### src/rtl/fetch_unit_pkg.sv
// Shared constants and helpers for the instruction-fetch front end.
// Optional build macro FETCH_PERF_CNT_EN (see fetch_unit.sv) adds perf counters.
package fetch_unit_pkg;

    // Width of one instruction word returned by the memory port.
    localparam int INST_WIDTH = 32;

    // Byte distance between consecutive sequential fetches.
    localparam int PC_STEP = 4;

    // Occupancy counters (queue count, in-flight, discard) can reach DEPTH itself,
    // so they carry one bit more than the queue index.
    function automatic int cnt_width(input int depth);
        return $clog2(depth) + 1;
    endfunction

endpackage

### src/rtl/fetch_unit_if.sv
// Bundle of the fetch unit's memory port, redirect input and decode handshake.
// master: the fetch unit side; slave: the memory/decode/branch environment side.
interface fetch_unit_if
    import fetch_unit_pkg::*;
#(
    parameter int XLEN = 32
);
    logic                  imem_req;
    logic [XLEN-1:0]       imem_addr;
    logic                  imem_gnt;
    logic                  imem_rvalid;
    logic [INST_WIDTH-1:0] imem_rdata;
    logic                  redirect;
    logic [XLEN-1:0]       redirect_addr;
    logic                  misalign_err;
    logic                  inst_valid;
    logic                  inst_ready;
    logic [INST_WIDTH-1:0] inst;
    logic [XLEN-1:0]       inst_pc;

    modport master (
        output imem_req, imem_addr, misalign_err, inst_valid, inst, inst_pc,
        input  imem_gnt, imem_rvalid, imem_rdata, redirect, redirect_addr, inst_ready
    );

    modport slave (
        input  imem_req, imem_addr, misalign_err, inst_valid, inst, inst_pc,
        output imem_gnt, imem_rvalid, imem_rdata, redirect, redirect_addr, inst_ready
    );

endinterface

### src/rtl/fetch_fifo.sv
// Synchronous instruction queue holding {inst, pc} pairs, with flush.
// Head is read combinationally so decode sees a new entry the cycle after push.
module fetch_fifo
    import fetch_unit_pkg::*;
#(
    parameter int XLEN  = 32,
    parameter int DEPTH = 4
) (
    input  logic                         clk,
    input  logic                         rst,
    input  logic                         push_i,
    input  logic [INST_WIDTH-1:0]        push_inst_i,
    input  logic [XLEN-1:0]              push_pc_i,
    input  logic                         pop_i,
    input  logic                         flush_i,
    output logic                         valid_o,
    output logic [INST_WIDTH-1:0]        head_inst_o,
    output logic [XLEN-1:0]              head_pc_o,
    output logic [cnt_width(DEPTH)-1:0]  count_o
);
    localparam int AW = $clog2(DEPTH);
    localparam int CW = cnt_width(DEPTH);
    localparam logic [CW-1:0] FULL = CW'(DEPTH);

    logic [INST_WIDTH-1:0] inst_mem [DEPTH];
    logic [XLEN-1:0]       pc_mem   [DEPTH];
    logic [AW-1:0]         wr_ptr_q, wr_ptr_d, rd_ptr_q, rd_ptr_d;
    logic [CW-1:0]         count_q, count_d;
    logic                  push_ok, pop_ok;

    // Flush wins over push/pop; full/empty guards keep pointers consistent.
    assign push_ok = push_i & ~flush_i & (count_q != FULL);
    assign pop_ok  = pop_i  & ~flush_i & (count_q != '0);

    // Next-state for pointers and occupancy.
    always_comb begin
        wr_ptr_d = wr_ptr_q;
        rd_ptr_d = rd_ptr_q;
        count_d  = count_q;
        if (flush_i) begin
            wr_ptr_d = '0;
            rd_ptr_d = '0;
            count_d  = '0;
        end else begin
            if (push_ok) wr_ptr_d = wr_ptr_q + AW'(1);
            if (pop_ok)  rd_ptr_d = rd_ptr_q + AW'(1);
            count_d = count_q + CW'(push_ok) - CW'(pop_ok);
        end
    end

    // Pointer and count registers.
    always_ff @(posedge clk or negedge rst) begin
        if (!rst) begin
            wr_ptr_q <= '0;
            rd_ptr_q <= '0;
            count_q  <= '0;
        end else begin
            wr_ptr_q <= wr_ptr_d;
            rd_ptr_q <= rd_ptr_d;
            count_q  <= count_d;
        end
    end

    // Payload storage; contents are don't-care until written.
    always_ff @(posedge clk) begin
        if (push_ok) begin
            inst_mem[wr_ptr_q] <= push_inst_i;
            pc_mem[wr_ptr_q]   <= push_pc_i;
        end
    end

    assign valid_o     = (count_q != '0);
    // Empty queue presents zeros so stale or unwritten entries never leak out.
    assign head_inst_o = valid_o ? inst_mem[rd_ptr_q] : '0;
    assign head_pc_o   = valid_o ? pc_mem[rd_ptr_q]   : '0;
    assign count_o     = count_q;

endmodule

### src/rtl/fetch_unit.sv
// Instruction-fetch front end: PC generation, credit-based request issue,
// in-order response tracking with discard after redirect, and the decode queue.
// Optional macro FETCH_PERF_CNT_EN adds stall_cnt/flush_cnt outputs.
module fetch_unit
    import fetch_unit_pkg::*;
#(
    parameter int              XLEN      = 32,
    parameter int              DEPTH     = 4,
    parameter logic [XLEN-1:0] RESET_VEC = '0
) (
    input  logic        clk,
    input  logic        rst,
    fetch_unit_if.master bus
`ifdef FETCH_PERF_CNT_EN
    ,
    output logic [31:0] stall_cnt,
    output logic [31:0] flush_cnt
`endif
);
    localparam int CW = cnt_width(DEPTH);
    localparam logic [CW:0] DEPTH_W = (CW+1)'(DEPTH);

    logic [XLEN-1:0] fetch_pc_q, fetch_pc_d;
    logic [XLEN-1:0] resp_pc_q, resp_pc_d;
    logic [CW-1:0]   inflight_q, inflight_d;
    logic [CW-1:0]   discard_q, discard_d;
    logic [CW-1:0]   count;
    logic            started_q;
    logic            issue, rsp, push, pop, flush, q_valid;
    logic [CW:0]     credit_used;
    logic [XLEN-1:0] redir_pc;

    assign redir_pc    = {bus.redirect_addr[XLEN-1:2], 2'b00};
    assign flush       = bus.redirect;
    // Queue slots already promised: held entries plus every outstanding response.
    assign credit_used = {1'b0, count} + {1'b0, inflight_q};

    // started_q keeps every output quiet until the first clock after reset release.
    assign bus.imem_req     = started_q & ~bus.redirect & (credit_used < DEPTH_W);
    assign bus.imem_addr    = fetch_pc_q;
    assign bus.misalign_err = started_q & bus.redirect & (|bus.redirect_addr[1:0]);

    assign issue = bus.imem_req & bus.imem_gnt;
    // A response with nothing outstanding is a protocol violation and is ignored.
    assign rsp   = bus.imem_rvalid & (inflight_q != '0);
    assign push  = rsp & (discard_q == '0) & ~flush;
    assign pop   = q_valid & bus.inst_ready & ~flush;

    // PC, in-flight and discard bookkeeping; redirect overrides everything.
    always_comb begin
        fetch_pc_d = fetch_pc_q;
        resp_pc_d  = resp_pc_q;
        discard_d  = discard_q;
        inflight_d = inflight_q + CW'(issue) - CW'(rsp);
        if (issue) fetch_pc_d = fetch_pc_q + XLEN'(PC_STEP);
        if (flush) begin
            fetch_pc_d = redir_pc;
            resp_pc_d  = redir_pc;
            // in-flight already includes responses marked for discard by an
            // earlier redirect, so everything still outstanding after this
            // cycle is exactly what must be dropped (no issue can occur now).
            discard_d  = inflight_q - CW'(rsp);
        end else begin
            if (rsp && discard_q != '0) discard_d = discard_q - CW'(1);
            if (push) resp_pc_d = resp_pc_q + XLEN'(PC_STEP);
        end
    end

    // State registers.
    always_ff @(posedge clk or negedge rst) begin
        if (!rst) begin
            fetch_pc_q <= RESET_VEC;
            resp_pc_q  <= RESET_VEC;
            inflight_q <= '0;
            discard_q  <= '0;
            started_q  <= 1'b0;
        end else begin
            fetch_pc_q <= fetch_pc_d;
            resp_pc_q  <= resp_pc_d;
            inflight_q <= inflight_d;
            discard_q  <= discard_d;
            started_q  <= 1'b1;
        end
    end

    fetch_fifo #(
        .XLEN  (XLEN),
        .DEPTH (DEPTH)
    ) u_fifo (
        .clk         (clk),
        .rst         (rst),
        .push_i      (push),
        .push_inst_i (bus.imem_rdata),
        .push_pc_i   (resp_pc_q),
        .pop_i       (pop),
        .flush_i     (flush),
        .valid_o     (q_valid),
        .head_inst_o (bus.inst),
        .head_pc_o   (bus.inst_pc),
        .count_o     (count)
    );

    assign bus.inst_valid = q_valid;

`ifdef FETCH_PERF_CNT_EN
    logic [31:0] stall_cnt_q, flush_cnt_q;

    // Cycles with an empty queue and number of redirects; both wrap.
    always_ff @(posedge clk or negedge rst) begin
        if (!rst) begin
            stall_cnt_q <= '0;
            flush_cnt_q <= '0;
        end else begin
            if (!q_valid)     stall_cnt_q <= stall_cnt_q + 32'd1;
            if (bus.redirect) flush_cnt_q <= flush_cnt_q + 32'd1;
        end
    end

    assign stall_cnt = stall_cnt_q;
    assign flush_cnt = flush_cnt_q;
`endif

endmodule

### src/flat_wrapper.sv
// flat-port wrapper written by rule: the top's interface ports become plain ports
module fetch_unit_flat import fetch_unit_pkg::*;
#(
    parameter int              XLEN      = 32,
    parameter int              DEPTH     = 4,
    parameter logic [XLEN-1:0] RESET_VEC = '0
)
  (clk, rst, bus_imem_req, bus_imem_addr, bus_misalign_err, bus_inst_valid, bus_inst, bus_inst_pc, bus_imem_gnt, bus_imem_rvalid, bus_imem_rdata, bus_redirect, bus_redirect_addr, bus_inst_ready);
  fetch_unit_if #(.XLEN(XLEN)) bus_i ();
  input  logic clk;
  input  logic rst;
  output wire logic [$bits(bus_i.imem_req)-1:0] bus_imem_req;
  output wire logic [$bits(bus_i.imem_addr)-1:0] bus_imem_addr;
  output wire logic [$bits(bus_i.misalign_err)-1:0] bus_misalign_err;
  output wire logic [$bits(bus_i.inst_valid)-1:0] bus_inst_valid;
  output wire logic [$bits(bus_i.inst)-1:0] bus_inst;
  output wire logic [$bits(bus_i.inst_pc)-1:0] bus_inst_pc;
  input wire logic [$bits(bus_i.imem_gnt)-1:0] bus_imem_gnt;
  input wire logic [$bits(bus_i.imem_rvalid)-1:0] bus_imem_rvalid;
  input wire logic [$bits(bus_i.imem_rdata)-1:0] bus_imem_rdata;
  input wire logic [$bits(bus_i.redirect)-1:0] bus_redirect;
  input wire logic [$bits(bus_i.redirect_addr)-1:0] bus_redirect_addr;
  input wire logic [$bits(bus_i.inst_ready)-1:0] bus_inst_ready;
  assign bus_imem_req = bus_i.imem_req;
  assign bus_imem_addr = bus_i.imem_addr;
  assign bus_misalign_err = bus_i.misalign_err;
  assign bus_inst_valid = bus_i.inst_valid;
  assign bus_inst = bus_i.inst;
  assign bus_inst_pc = bus_i.inst_pc;
  assign bus_i.imem_gnt = bus_imem_gnt;
  assign bus_i.imem_rvalid = bus_imem_rvalid;
  assign bus_i.imem_rdata = bus_imem_rdata;
  assign bus_i.redirect = bus_redirect;
  assign bus_i.redirect_addr = bus_redirect_addr;
  assign bus_i.inst_ready = bus_inst_ready;
  fetch_unit #(.XLEN(XLEN), .DEPTH(DEPTH), .RESET_VEC(RESET_VEC)) u_core (.clk(clk), .rst(rst), .bus(bus_i));
endmodule
### config.mk
export PLATFORM = sky130hd
export DESIGN_NAME = fetch_unit_flat
export DESIGN_NICKNAME = d
export VERILOG_FILES = /design/src/rtl/fetch_unit_pkg.sv /design/src/rtl/fetch_unit_if.sv /design/src/rtl/fetch_fifo.sv /design/src/rtl/fetch_unit.sv /design/src/flat_wrapper.sv
export SDC_FILE = /design/constraint.sdc
export NUM_CORES = 1
export LEC_CHECK = 0
export CORE_MARGIN = 2
export CORE_UTILIZATION = 55
export DETAILED_ROUTE_END_ITERATION = 8
export GPL_TIMING_DRIVEN = 0
export PLACE_DENSITY = 0.9
export SYNTH_ARGS = -nofsm -noshare
export SYNTH_HDL_FRONTEND = slang
export SYNTH_SLANG_ARGS = --single-unit
### constraint.sdc
create_clock -name clk -period 6 [get_ports clk]
set_input_delay 0.9 -clock clk [delete_from_list [all_inputs] [get_ports clk]]
set_output_delay 0.9 -clock clk [all_outputs]
set_load 0.05 [all_outputs]
* After elaboration in Yosys (flattened, before gate mapping)
Memory sizes are Yosys's and may differ from the RTL's. Cells that the tools add are included.
Operators by class: add/sub/neg operators 11, reduce and logical (&&, ||, !) cells 11, bitwise gates (word level) 15, $lt $le $gt $ge 1, equality and inequality tests 1, muxes and demuxes 15
Operator list (count):
- $mux 32 | 6
- $add 32x3->32 const B | 2
- $and 1x1->1 | 14
- $reduce_bool 2->1 | 5
- $mux 3 | 3
- $reduce_bool 3->1 | 3
- $sub 3x1->3 | 3
- $mux 2 | 4
- $add 3x1->3 | 2
- $add 2x1->2 const B | 2
- $add 3x3->4 | 1
- $lt 4x3->1 const B | 1
- $logic_not 3->1 | 1
- $ne 3x3->1 const B | 1
- $sub 3x1->3 const B | 1
- $mux 1 | 2
- $reduce_or 2->1 | 1
- $logic_and 1x1->1 | 1
- $not 1->1 | 1
Word-level totals: input bits 70, register bits 78, logic and storage cells 64, memory bits (writable) 256, memories kept 2
Memory list:
- u_core.u_fifo.inst_mem | words 4, width 32, read ports 1, clocked after memory_dff 0, wr ports 1, RTL line fetch_fifo.sv:25 | logic [INST_WIDTH-1:0] inst_mem [DEPTH];
- u_core.u_fifo.pc_mem | words 4, width 32, read ports 1, clocked after memory_dff 0, wr ports 1, RTL line fetch_fifo.sv:26 | logic [XLEN-1:0] pc_mem [DEPTH];

* Longest topological paths before layout
Gate-level depths: netlist (run 1).
depth in word-level cells 9, gate-level depth with buffers 14, depth with buffers taken out 13

* Cells and area by module
A second synthesis (run 1) with hierarchy kept.
Second synthesis, totals: cell total of the unflattened synthesis 872, area total of the unflattened synthesis 13985.9 um^2
By module, submodules not included:
- fetch_fifo | seq. area each 7862.5 um^2, area an instance 10105.9 um^2, instances 1, cells each 449
- fetch_unit | seq. area each 1676.6 um^2, area an instance 3880.0 um^2, instances 1, cells each 423

* Worst setup path before layout (run 1)
OpenSTA, ideal clock, no wires.
path type input to register, from input port bus_imem_rvalid, to memory u_core.u_fifo.inst_mem[0][0] (enable), path slack 2.008 ns, data required time 5.574 ns, data arrival time 3.565 ns, stages 5, cell sequence o31ai_1 -> or2_1 -> buf_2 -> a211oi_1 -> and2_1
Between the ends: word-level cells in the longest chain between the ends 7
Ends and longest elaborated chain:
- start: declaration | RTL line flat_wrapper.sv:19 | input wire logic [$bits(bus_i.imem_rvalid)-1:0] bus_imem_rvalid;
- $and 1x1->1 | RTL line fetch_unit.sv:45 | assign rsp = bus.imem_rvalid & (inflight_q != '0);
- $and 1x1->1 (2 in series) | RTL line fetch_unit.sv:46 | assign push = rsp & (discard_q == '0) & ~flush;
- $and 1x1->1 (2 in series) | RTL line fetch_fifo.sv:32 | assign push_ok = push_i & ~flush_i & (count_q != FULL);
- $mux 1 | RTL line fetch_fifo.sv:66 | if (push_ok) begin
- $mux 1 (implied by the code) | RTL line fetch_fifo.sv:67 | inst_mem[wr_ptr_q] <= push_inst_i;
- end: declaration | RTL line fetch_fifo.sv:25
Every way passes these cells.

* Worst setup path in the final report (run 1)
from input port bus_redirect, to output port bus_misalign_err
Between the ends: word-level cells in the longest chain between the ends 2
Ends and longest elaborated chain:
- start: declaration | RTL line flat_wrapper.sv:21 | input wire logic [$bits(bus_i.redirect)-1:0] bus_redirect;
- $and 1x1->1 (2 in series) | RTL line fetch_unit.sv:41 | assign bus.misalign_err = started_q & bus.redirect & (|bus.redirect_addr[1:0]);
- end: declaration | RTL line flat_wrapper.sv:14 | output wire logic [$bits(bus_i.misalign_err)-1:0] bus_misalign_err;
Every way passes these cells.

==> out/metrics.cfg, run 1 <==
[status]
status = complete, no violations

[floorplanning]
coreArea_sq_um = 24400
dieArea_sq_um = 26100
initial_core_util_pct = 56.0
chipHeight_microns = 162
die_w_microns = 162
ios = 169
rows = 57

[synth]
yosysTopAreaCell = edfxtp_1
synthXorXnorAreaFrac_pct = 3.40
synth.mux.area_fraction_pct = 12.8
synth_cell_types = 48
synthCells = 816
ys_warn_count = 0
avgSynthCellArea_sq_um = 16.7
ys_ff_latch = 322
yosys.area_share.simple_pct = 9.62
synth_fa_ha_area_share_pct = 1.76
ys_top_cells_by_area = edfxtp_1, dfrtp_1, mux4_2
yosysSeqAreaShare_pct = 68.0
syn_area_sq_um = 13700
yosysTopAreaCellShare_pct = 54.5
synth-compound-area-share_pct = 2.49
synth_top_family_by_area = multiplexers

[setup_path]
r2r-start = u_core.discard_q[0]
critPathRequiredTime_ns = 5.10
crit_fanout = 10
ff2ff_path_depth = 14
rrSetupSlack_ns = 2.54
arrival_ns = 3.75
rr_endpoint = u_core.u_fifo.count_o[2]
startpoint_type = primary input
criticalPathCategory = primary input to output port
end_kind = output port

[timing]
skew_ns = 0.0203
hold_slack_ns = 0.299
min_period_ns = 4.65
rsz0062_at_grt = false
worst-slew-pin-transition_ns = 1.12
layout_setup_ws_ns = 1.35
finalCritPeriodShare_pct = 77.5
finalHoldViolations = 0
slew_headroom_pct = 24.5
timing.fmax_mhz = 215
finalSetupTns_ns = 0
slew_viol_final = 0
finalSetupViolations = 0

[cells_and_area]
final_cell_mix = edfxtp_1, clkdlybuf4s50_1, dfrtp_1
area_delta_synth_final_pct = 25.0
drive_above_1_share_pct = 16.1
antenna_cells = 0
layout_commonest_cell = edfxtp_1
fillers = 1559
fin_nets = 1112

[clock_tree]
cts_buffer_depth = 3
clock_latency_ns = 0.51
cts_tree = built
postCtsSetupBuffers = 0
cts_sinks = 322
cts-resized-gates = 0
cts_inserted_buffers = 34
cts_root_buffer = clkbuf_16
clkTransAtPathRegs_ns = 0.06
ctsHoldBuffers = 0
htree_num_levels = 2

[pwr]
p_total_uw = 7690
vdd_drop_max_v = 0.000273
p_leak_uw = 0.00585
p_per_area_nw_per_um2 = 450

[placed_design]
pre_cts_slack_ns = 1.37
port_buffers = 164
hpwl_microns = 19300
gp_congestion = 0.830

[grt]
grt_usage_pct = 23.4
antenna_found_initial = 0
grt_pass1_vias = 8275
grt_max_degree = 61
grt_pass1_wl_microns = 46500
grt_overflow = 0

[detailed_routing]
vias = 7987
drt-wirelength-per-cell_microns = 21.8
totalWireLength_microns = 30000
avgViaCountPerCell = 5.81
first_iter_violations = 680
final_antenna_net_count = 0
firstDrtPassIters = 5
drc_errors = 0

[flow_run]
drv_cap = 0

[hold_path]
holdCritPathClass = primary input to async pin

==> through the flow <==
| stage | area (sq um) | std cells | utilization [%] |
|---|---|---|---|
| final | 17100 | 1374 | 70.0 |
| after global routing | 17100 | 1374 | 70.0 |
| after CTS | 17100 | 1374 | 70.0 |
| after detailed placement | 15900 | 1312 | 65.1 |
| after global placement | 15700 | 1307 | 64.5 |
| after floorplan | 13700 | 819 | - |
==> flip-flops by register name, indices dropped and copies added (netlist names) <==
| register | count |
|---|---|
| u_core.inflight_q | 3 |
| u_core.u_fifo.rd_ptr_q | 2 |
| u_core.discard_q | 3 |
| u_core.resp_pc_q | 30 |
| u_core.bus.imem_addr | 30 |
| u_core.u_fifo.wr_ptr_q | 2 |
| u_core.u_fifo.inst_mem | 128 |
| u_core.u_fifo.count_o | 3 |
| u_core.u_fifo.pc_mem | 120 |
| u_core.started_q | 1 |
==> how the worst max path moves through the flow <==
| stage | cells after the start | slack [ns] | endpoint | from |
|---|---|---|---|---|
| 2_1_floorplan | 5 | 2.01 | u_core.u_fifo.inst_mem[0][0] | bus_imem_rvalid |
| 3_3_place_gp | 6 | 0.17 | u_core.u_fifo.inst_mem[0][26] | bus_imem_rvalid |
| 3_5_place_dp | 6 | 1.37 | bus_misalign_err | bus_redirect |
| 4_1_cts | 6 | 1.37 | bus_misalign_err | bus_redirect |
| 5_1_grt | 6 | 1.22 | bus_misalign_err | bus_redirect |
| 6_report | 6 | 1.35 | bus_misalign_err | bus_redirect |
==> cell type report <==
cell class                      instances  area (sq um)  area share [%]
Inverter                               18          67.6           0.396
Tap cell                              324           405            2.37
Clock buffer                           43           968            5.67
Timing Repair Buffer                  169          1780            10.4
Multi-Input combinational cell        440          4140            24.3
Sequential cell                       322          9300            54.4
Clock inverter                         19           244            1.43
Buffer                                 39           178            1.04
==> power breakdown <==
group	leakage, uW	total (uW)	internal, uW	switching (uW)
Combinational	0.00217	2760	1040	1720
Sequential	0.00309	2690	2560	137
Clock	0.000585	2230	1400	831
Total	0.00585	7690	5000	2690
==> Yosys cell counts, drive strengths merged <==
master   number
edfxtp      248
dfrtp        74
and2         67
mux4         62
mux2         30
nand2        28
xnor2        28
xor2         25
clkbuf       24
nor2         24
nand3        21
inv          18
nand4        18
ha           16
buf          15
a21boi       13
and3         13
nand2b       11
nor3          9
nor4          9
o21ai         9
and4          6
a31oi         5
or3           5
o21a          4
o31a          4
a211oi        3
o211a         3
o31ai         3
a21oi         2
conb          2
fa            2
mux2i         2
nand3b        2
nor2b         2
or4           2
a211o         1
nand4b        1
nand4bb       1
nor3b         1
o211ai        1
or2           1
or4b          1
==> worst max-delay path, stage by stage <==
cell and delay [ns]:
clkdlybuf4s50_1 0.47, clkbuf_1 0.46, buf_1 0.40, clkbuf_1 0.48, o211a_1 0.23, clkdlybuf4s50_1 0.80
==> kinds of logic after synthesis <==
group,after synthesis
AOI/OAI and AO/OA,48
xor gates and xnor gates,53
adders and majority gates,18
buffers and inverters,57
DFF,322
muxes,94
other,2
and+or+nand+nor,222
==> layer usage <==
| layer | up-vias | wire length (microns) | global-route usage, % |
|---|---|---|---|
| met3 | 66 | 1880 | 4.37 |
| met2 | 333 | 15300 | 39.4 |
| li1 | 3546 | - | - |
| met1 | 4042 | 12200 | 31.5 |
| met5 | - | 0 | 0 |
| met4 | 0 | 658 | 7.00 |
Power figures use the tool's default switching activity.
==> inputs of run 2 (changes only) <==
==> constraint.sdc (replaced) <==
create_clock -name clk -period 4.47 [get_ports clk]
set_input_delay 0.6705 -clock clk [delete_from_list [all_inputs] [get_ports clk]]
set_output_delay 0.6705 -clock clk [all_outputs]
set_load 0.05 [all_outputs]
==> results of run 2 <==
Same layout as run 1 (identical final DEF). Status: complete, no violations.
Main changes from that run: setup slack after placement 1.37 ns -> 0.298 ns; setup slack after layout 1.35 ns -> 0.252 ns; hold slack 0.299 ns -> 0.0699 ns; start point of the critical path bus_redirect -> u_core.u_fifo.rd_ptr_q[0]; end point of the critical path bus_misalign_err -> bus_inst_pc[27]; register-to-register setup slack 2.54 ns -> 1.01 ns; total power 7690 uW -> 10300 uW; worst IR drop on VDD 0.000273 V -> 0.000367 V
